$ cat src/rtl/mem_axi_master.sv
// rtl/mem_axi_master.sv - single-outstanding CPU load/store to AXI4-Lite master bridge
// One request at a time; completion is signalled with a one-cycle rsp_valid pulse.
module mem_axi_master #(
   parameter int ADDR_WIDTH = 32,
   parameter int DATA_WIDTH = 32
) (
   input  logic                    aclk,
   input  logic                    aresetn,
   input  logic                    req_valid,
   output logic                    req_ready,
   input  logic                    req_write,
   input  logic [ADDR_WIDTH-1:0]   req_addr,
   input  logic [DATA_WIDTH-1:0]   req_wdata,
   input  logic [DATA_WIDTH/8-1:0] req_wstrb,
   output logic                    rsp_valid,
   output logic [DATA_WIDTH-1:0]   rsp_rdata,
   output logic                    rsp_error,
   output logic [ADDR_WIDTH-1:0]   awaddr,
   output logic                    awvalid,
   input  logic                    awready,
   output logic [DATA_WIDTH-1:0]   wdata,
   output logic [DATA_WIDTH/8-1:0] wstrb,
   output logic                    wvalid,
   input  logic                    wready,
   input  logic [1:0]              bresp,
   input  logic                    bvalid,
   output logic                    bready,
   output logic [ADDR_WIDTH-1:0]   araddr,
   output logic                    arvalid,
   input  logic                    arready,
   input  logic [DATA_WIDTH-1:0]   rdata,
   input  logic [1:0]              rresp,
   input  logic                    rvalid,
   output logic                    rready
);

   localparam logic [1:0] RESP_OKAY = 2'b00;

   typedef enum logic [2:0] {IDLE, WADDR, WRESP, RADDR, RDATA, DONE} state_t;

   state_t                    state_q, state_d;
   logic [ADDR_WIDTH-1:0]     addr_q, addr_d;
   logic [DATA_WIDTH-1:0]     wdata_q, wdata_d;
   logic [DATA_WIDTH/8-1:0]   wstrb_q, wstrb_d;
   logic                      write_q, write_d;
   logic                      aw_done_q, aw_done_d;
   logic                      w_done_q, w_done_d;
   logic [DATA_WIDTH-1:0]     rsp_rdata_q, rsp_rdata_d;
   logic                      rsp_error_q, rsp_error_d;
   logic                      aw_hs, w_hs, resp_fire;

   assign req_ready = (state_q == IDLE);
   assign awvalid   = (state_q == WADDR) && !aw_done_q;
   assign wvalid    = (state_q == WADDR) && !w_done_q;
   assign bready    = (state_q == WRESP);
   assign arvalid   = (state_q == RADDR);
   // rready is already high while the read address is in flight
   assign rready    = (state_q == RADDR) || (state_q == RDATA);
   assign rsp_valid = (state_q == DONE);
   assign awaddr    = addr_q;
   assign araddr    = addr_q;
   assign wdata     = wdata_q;
   assign wstrb     = wstrb_q;
   assign rsp_rdata = rsp_rdata_q;
   assign rsp_error = rsp_error_q;

   assign aw_hs     = awvalid && awready;
   assign w_hs      = wvalid && wready;
   assign resp_fire = ((state_q == WRESP) && bvalid) || ((state_q == RDATA) && rvalid);

   always_comb begin
      state_d     = state_q;
      addr_d      = addr_q;
      wdata_d     = wdata_q;
      wstrb_d     = wstrb_q;
      write_d     = write_q;
      aw_done_d   = aw_done_q;
      w_done_d    = w_done_q;
      rsp_rdata_d = rsp_rdata_q;
      rsp_error_d = rsp_error_q;
      case (state_q)
         IDLE: begin
            if (req_valid) begin
               addr_d  = req_addr;
               wdata_d = req_wdata;
               wstrb_d = req_wstrb;
               write_d = req_write;
               state_d = req_write ? WADDR : RADDR;
            end
         end
         WADDR: begin
            aw_done_d = aw_done_q || aw_hs;
            w_done_d  = w_done_q || w_hs;
            if (aw_done_d && w_done_d) begin
               aw_done_d = 1'b0;
               w_done_d  = 1'b0;
               state_d   = WRESP;
            end
         end
         RADDR: begin
            if (arready) state_d = RDATA;
         end
         WRESP, RDATA: begin
            if (resp_fire) begin
               rsp_rdata_d = write_q ? '0 : rdata;
               rsp_error_d = write_q ? (bresp != RESP_OKAY) : (rresp != RESP_OKAY);
               state_d     = DONE;
            end
         end
         DONE:    state_d = IDLE;
         default: state_d = IDLE;
      endcase
   end

   always_ff @(posedge aclk or negedge aresetn) begin
      if (!aresetn) begin
         state_q     <= IDLE;
         addr_q      <= '0;
         wdata_q     <= '0;
         wstrb_q     <= '0;
         write_q     <= 1'b0;
         aw_done_q   <= 1'b0;
         w_done_q    <= 1'b0;
         rsp_rdata_q <= '0;
         rsp_error_q <= 1'b0;
      end else begin
         state_q     <= state_d;
         addr_q      <= addr_d;
         wdata_q     <= wdata_d;
         wstrb_q     <= wstrb_d;
         write_q     <= write_d;
         aw_done_q   <= aw_done_d;
         w_done_q    <= w_done_d;
         rsp_rdata_q <= rsp_rdata_d;
         rsp_error_q <= rsp_error_d;
      end
   end

endmodule

$ cat config.mk
export PLATFORM = sky130hd
export DESIGN_NAME = mem_axi_master
export DESIGN_NICKNAME = d
export VERILOG_FILES = /design/src/rtl/mem_axi_master.sv
export SDC_FILE = /design/constraint.sdc
export NUM_CORES = 1
export LEC_CHECK = 0
export BUFFER_PORTS_ARGS = -buffer_cell sky130_fd_sc_hd__buf_2
export CAP_MARGIN = 25
export CORE_ASPECT_RATIO = 1.1
export CORE_UTILIZATION = 30
export CTS_CLUSTER_SIZE = 14
export DETAILED_ROUTE_END_ITERATION = 7
export SYNTH_ARGS = -nofsm -noshare
export SYNTH_HDL_FRONTEND = slang
export SYNTH_SLANG_ARGS = --single-unit
$ cat constraint.sdc
create_clock -name aclk -period 1.5 [get_ports aclk]
set_input_delay 0 -clock aclk [delete_from_list [all_inputs] [get_ports aclk]]
set_output_delay 0 -clock aclk [all_outputs]
set_load 0.005 [all_outputs]
### Word-level counts from Yosys, hierarchy flattened

Cells that the tools add are included.

| storage, ports and cells | value |
|---|---|
| memory bits (read-only) | 0 |
| word-level logic and storage cells | 48 |
| memories | 0 |
| RAM bits | 0 |
| input port bits | 113 |
| latch bits | 0 |
| bits in registers | 107 |

| operators by class | value |
|---|---|
| shift operators | 0 |
| reduce and logical (&&, ||, !) cells | 20 |
| bitwise operators | 0 |
| magnitude comparators | 0 |
| multiply operators | 0 |
| equal/unequal tests | 9 |
| div/mod/pow operators | 0 |
| add/subtract/negate cells | 0 |
| multiplexer cells | 10 |

Operator list:

| cell | number |
|---|---|
| $mux 32 | 1 |
| $mux 3 | 4 |
| $pmux 3 s4 | 1 |
| $logic_and 1x1->1 | 7 |
| $eq 3x2->1 const B | 2 |
| $eq 3x3->1 const B | 2 |
| $logic_or 1x1->1 | 4 |
| $ne 2x1->1 const B | 2 |
| $ne 2x2->1 const B | 2 |
| $reduce_and 2->1 | 2 |
| $reduce_and 4->1 | 1 |
| $reduce_bool 2->1 | 2 |
| $eq 3x1->1 const B | 1 |
| $logic_not 3->1 | 1 |
| $mux 1 | 3 |
| $logic_not 1->1 | 2 |
| $mux 2 | 1 |
| $reduce_or 2->1 | 1 |

### Longest topological paths before layout

| depth | value |
|---|---|
| depth after elaboration | 7 |
| depth in mapped cells | 6 |
| mapped depth without buffers | 3 |

### Worst setup path after synthesis

OpenSTA, ideal clock, no wires.

| timing | value |
|---|---|
| path kind | register to register |
| start | reg state_q[1] |
| end | reg wdata_q[19], in the netlist wdata[19] |
| library setup time | 125 ps |
| arrival | 1528 ps |
| path slack | -153 ps |
| data required time | 1375 ps |
| stages on the path, launching flop included | 7 |
| cell sequence | dfrtp_1 -> nor2_2 -> and3_4 -> buf_6 -> buf_6 -> buf_12 -> mux2_4 |

| on the way | value |
|---|---|
| word-level cells in the longest chain between the ends | 2 |

RTL lines:

| element | line | text |
|---|---|---|
| start, declared | 41 | `state_t state_q, state_d;` |
| start signal, assigned | 127 | `state_q <= state_d;` |
| $logic_not 3->1 | 81 | `case (state_q)` |
| $reduce_and 2->1 (no source line) | n/a |  |
| end signal, assigned | 129 | `wdata_q <= wdata_d;` |
| end, declared | 43 | `logic [DATA_WIDTH-1:0] wdata_q, wdata_d;` |

Every way passes these cells.
A chain may end at the register's enable or synchronous reset.

### Worst setup path after layout

| timing | value |
|---|---|
| start | reg state_q[2] |
| end | reg rsp_rdata_q[21], in the netlist rsp_rdata[21] |

| on the way | value |
|---|---|
| word-level cells in the longest chain between the ends | 4 |
| elaborated cells on any way between the ends | 7 |
| classes of those cells | eq/ne (2); reduce/logical (5) |

RTL lines:

| element | line | text |
|---|---|---|
| $eq 3x2->1 or $eq 3x3->1 (tied branches) | 69, 81 |  |
| $logic_and 1x1->1 | 69 | `assign resp_fire = ((state_q == WRESP) && bvalid) \|\| ((state_q == RDATA) && rvalid);` |
| $logic_or 1x1->1 | 69 |  |
| $reduce_and 2->1 (no source line) * | n/a |  |
| end signal, assigned | 134 | `rsp_rdata_q <= rsp_rdata_d;` |
| end, declared | 48 | `logic [DATA_WIDTH-1:0] rsp_rdata_q, rsp_rdata_d;` |

Every way passes the cells marked *; elsewhere a longest branch is shown, timed or not.

==> out/results.ini <==
[clock_network]
cts.path.max_buffers=2
clk_latency_ps=340
cts_max_level=3
clock_sinks=107
cts_tree=yes
clk_pin_slew_ps=70
clockRootBuffer=clkbuf_16
cts_inserted_buffers=9

[global_routing]
grt_max_degree=51
grt_usage=0.152
grt_pass1_wl_mm=19.0
antenna_found_initial=0
overflow=0
grt_pass1_vias=3789

[timing]
tightest_slew_ps=371
finalCritPeriodShare=1.04
hold_ws_ps=15.0
rsz0062_at_grt=true
finalSetupViolCount=66
finalCriticalPeriod_ps=1560
slew_headroom=0.746
setup_ws_ps=-63.6
hold_viol=0
drv_slew=0
fmax_mhz=640
fin_worst_skew_ps=7.23

[layout]
area_growth_pct=64.7
layout_common_cells=buf_2, dfrtp_1, dlygate4sd3_1, mux2_4, nor2b_1
regArea_mm2=0.00268
drive_above_1_share=0.620
fillers=1283
design_area_mm2=0.00766
multi_input_area_mm2=0.00190
n_antenna_cell=0
nNetsFinal=768
final_common_cell=buf_2

[logic_synthesis]
synthTopCellsByArea=dfrtp_1, mux2_2, buf_4, nor2b_1, mux2_4
post_synth.cell_area_avg_um2=14.3
syn_nets=437
yosys.area.top_type=dfrtp_1
synth_top_cell_area_share=0.576
ys_seq_area_frac=0.576
netlist_instances=324
ys_ff_latch=107
ys_warn_count=0
ys_types=29
syn_area_mm2=0.00465

[die]
rows=47
die_area_mm2=0.0160
die_w_um=121
core_mm2=0.0151
fp.dieH_um=133
start_util=0.308
ios=253

[place]
place_congestion=0.793
port_buffers=252
placed_area_mm2=0.00609
place_hpwl_mm=8.07
pre_cts_ws_ps=-96.5

[worst_setup_path]
end_kind=register
critPathLaunchType=register
crit_path_max_fanout=7
crit_type=register to register
required_ps=1730
cp_data_arrival_time_ps=1790
rr_worst_depth=5
crit_start=state_q[2]
rr_startpoint=state_q[2]

[pwr]
power.total_mw=15.0
power.share.clock=0.166
power_leakage_nw=3.84
seq_power_share=0.349
power.density_mw_per_mm2=1950
switching_share=0.311
peakVddDrop_uv=847
combPwrFrac=0.485
p_int_mw=10.3
netSwitchingPower_mw=4.65

[route]
drtAntennaViolNets=0
routedWlPerCell_um=15.4
viasPerCell=4.41
drt_iter0_markers=102
wirelength_mm=13.2
drtPass1Iterations=4
vias=3777
post-route-drc-count=0

[worst_hold_path]
hold_path.class=input pin to register
min_path_cells=3
min_from=rdata[5]

[status]
outcome=complete, but fails checks
violations=setup timing

[flow_run]
cap_violations=0

## critical path, stage by stage, from the launching register on
cell	delay, ps
dfrtp_2	450
nand3b_1	210
a21oi_4	190
buf_6	150
clkbuf_16	160
mux2_4	290
## through the flow
step,util,cells,TNS [ps]
detailed placement,0.403,744,-3160
CTS,0.482,848,-4740
global route,0.507,856,-6520
global placement,0.403,744,-1710
floorplan,-,324,-2000
finish,0.507,856,-2050
## flip-flops by register name, summed over array words and instances, names as in the netlist
name	count
state_q	3
wdata	32
rsp_rdata	32
rsp_error	1
w_done_q	1
araddr	32
aw_done_q	1
wstrb	4
write_q	1
## path summary, 6_finish.rpt
path                                 endpoint  slack [ps]
worst max-delay path            rsp_rdata[21]         -60
worst min-delay path             rsp_rdata[5]          10
worst max register to register  rsp_rdata[21]         -60
worst min register to register      wdata[13]         500
max in group asynchronous          state_q[2]         850
min in group asynchronous           wdata[16]          80
## area by class of cell
type                    instances  area share
inverters                       1    0.000490
well taps                     196      0.0320
multi-input cells             170       0.248
flip-flops and latches        107       0.350
repair buffers                366       0.329
clock buffers                  12      0.0309
clock inverters                 4     0.00980
## synth_stat cells, drive strengths merged
cell    number
o21bai       2
a21oi        2
and3         1
a31oi        4
clkbuf       4
nor2         7
o21ai        2
mux2       102
a221o        1
nor3         2
nor2b       33
nand2        1
nand2b       1
or2b         1
or2          2
nand3b       2
or3b         1
a22oi        1
dfrtp      107
a22o         1
inv          1
buf         43
mux2i        1
o22ai        2
## logic make-up after synthesis
group | count (synthesis) | share of synthesized area
simple gates | 51 | 0.0668
compound gates | 15 | 0.0221
buf+inv | 48 | 0.0778
flops | 107 | 0.576
mux | 103 | 0.257
## power by group through the flow
stage	Clock [mW]	Sequential (mW)	Combinational, mW
6_report	2.49	5.22	7.26
5_1_grt	2.71	5.40	7.85
4_1_cts	2.59	5.16	6.32
3_5_place_dp	0	5.20	5.98
3_3_place_gp	0	5.12	5.85
2_1_floorplan	0	5.29	3.70
## repair_timing
action | 4_1_cts | 5_1_grt
hold buffers | 82 | 0
setup buffers | 5 | 2
hold endpoints to repair | 188 | 0
pin swaps | 2 | 3
gates resized for setup | 3 | 62
gates cloned | 1 | 6
setup endpoints to repair | 84 | 101
## routing by layer
| layer | GRT usage | wire length (um) | vias up | share of wire |
|---|---|---|---|---|
| li1 | - | - | 1739 | - |
| met1 | 0.166 | 5350 | 1849 | 0.41 |
| met2 | 0.275 | 6780 | 166 | 0.52 |
| met3 | 0.0328 | 697 | 23 | 0.053 |
| met4 | 0.0734 | 328 | 0 | 0.025 |
| met5 | 0 | 0 | - | 0 |
Power figures use the tool's default switching activity.
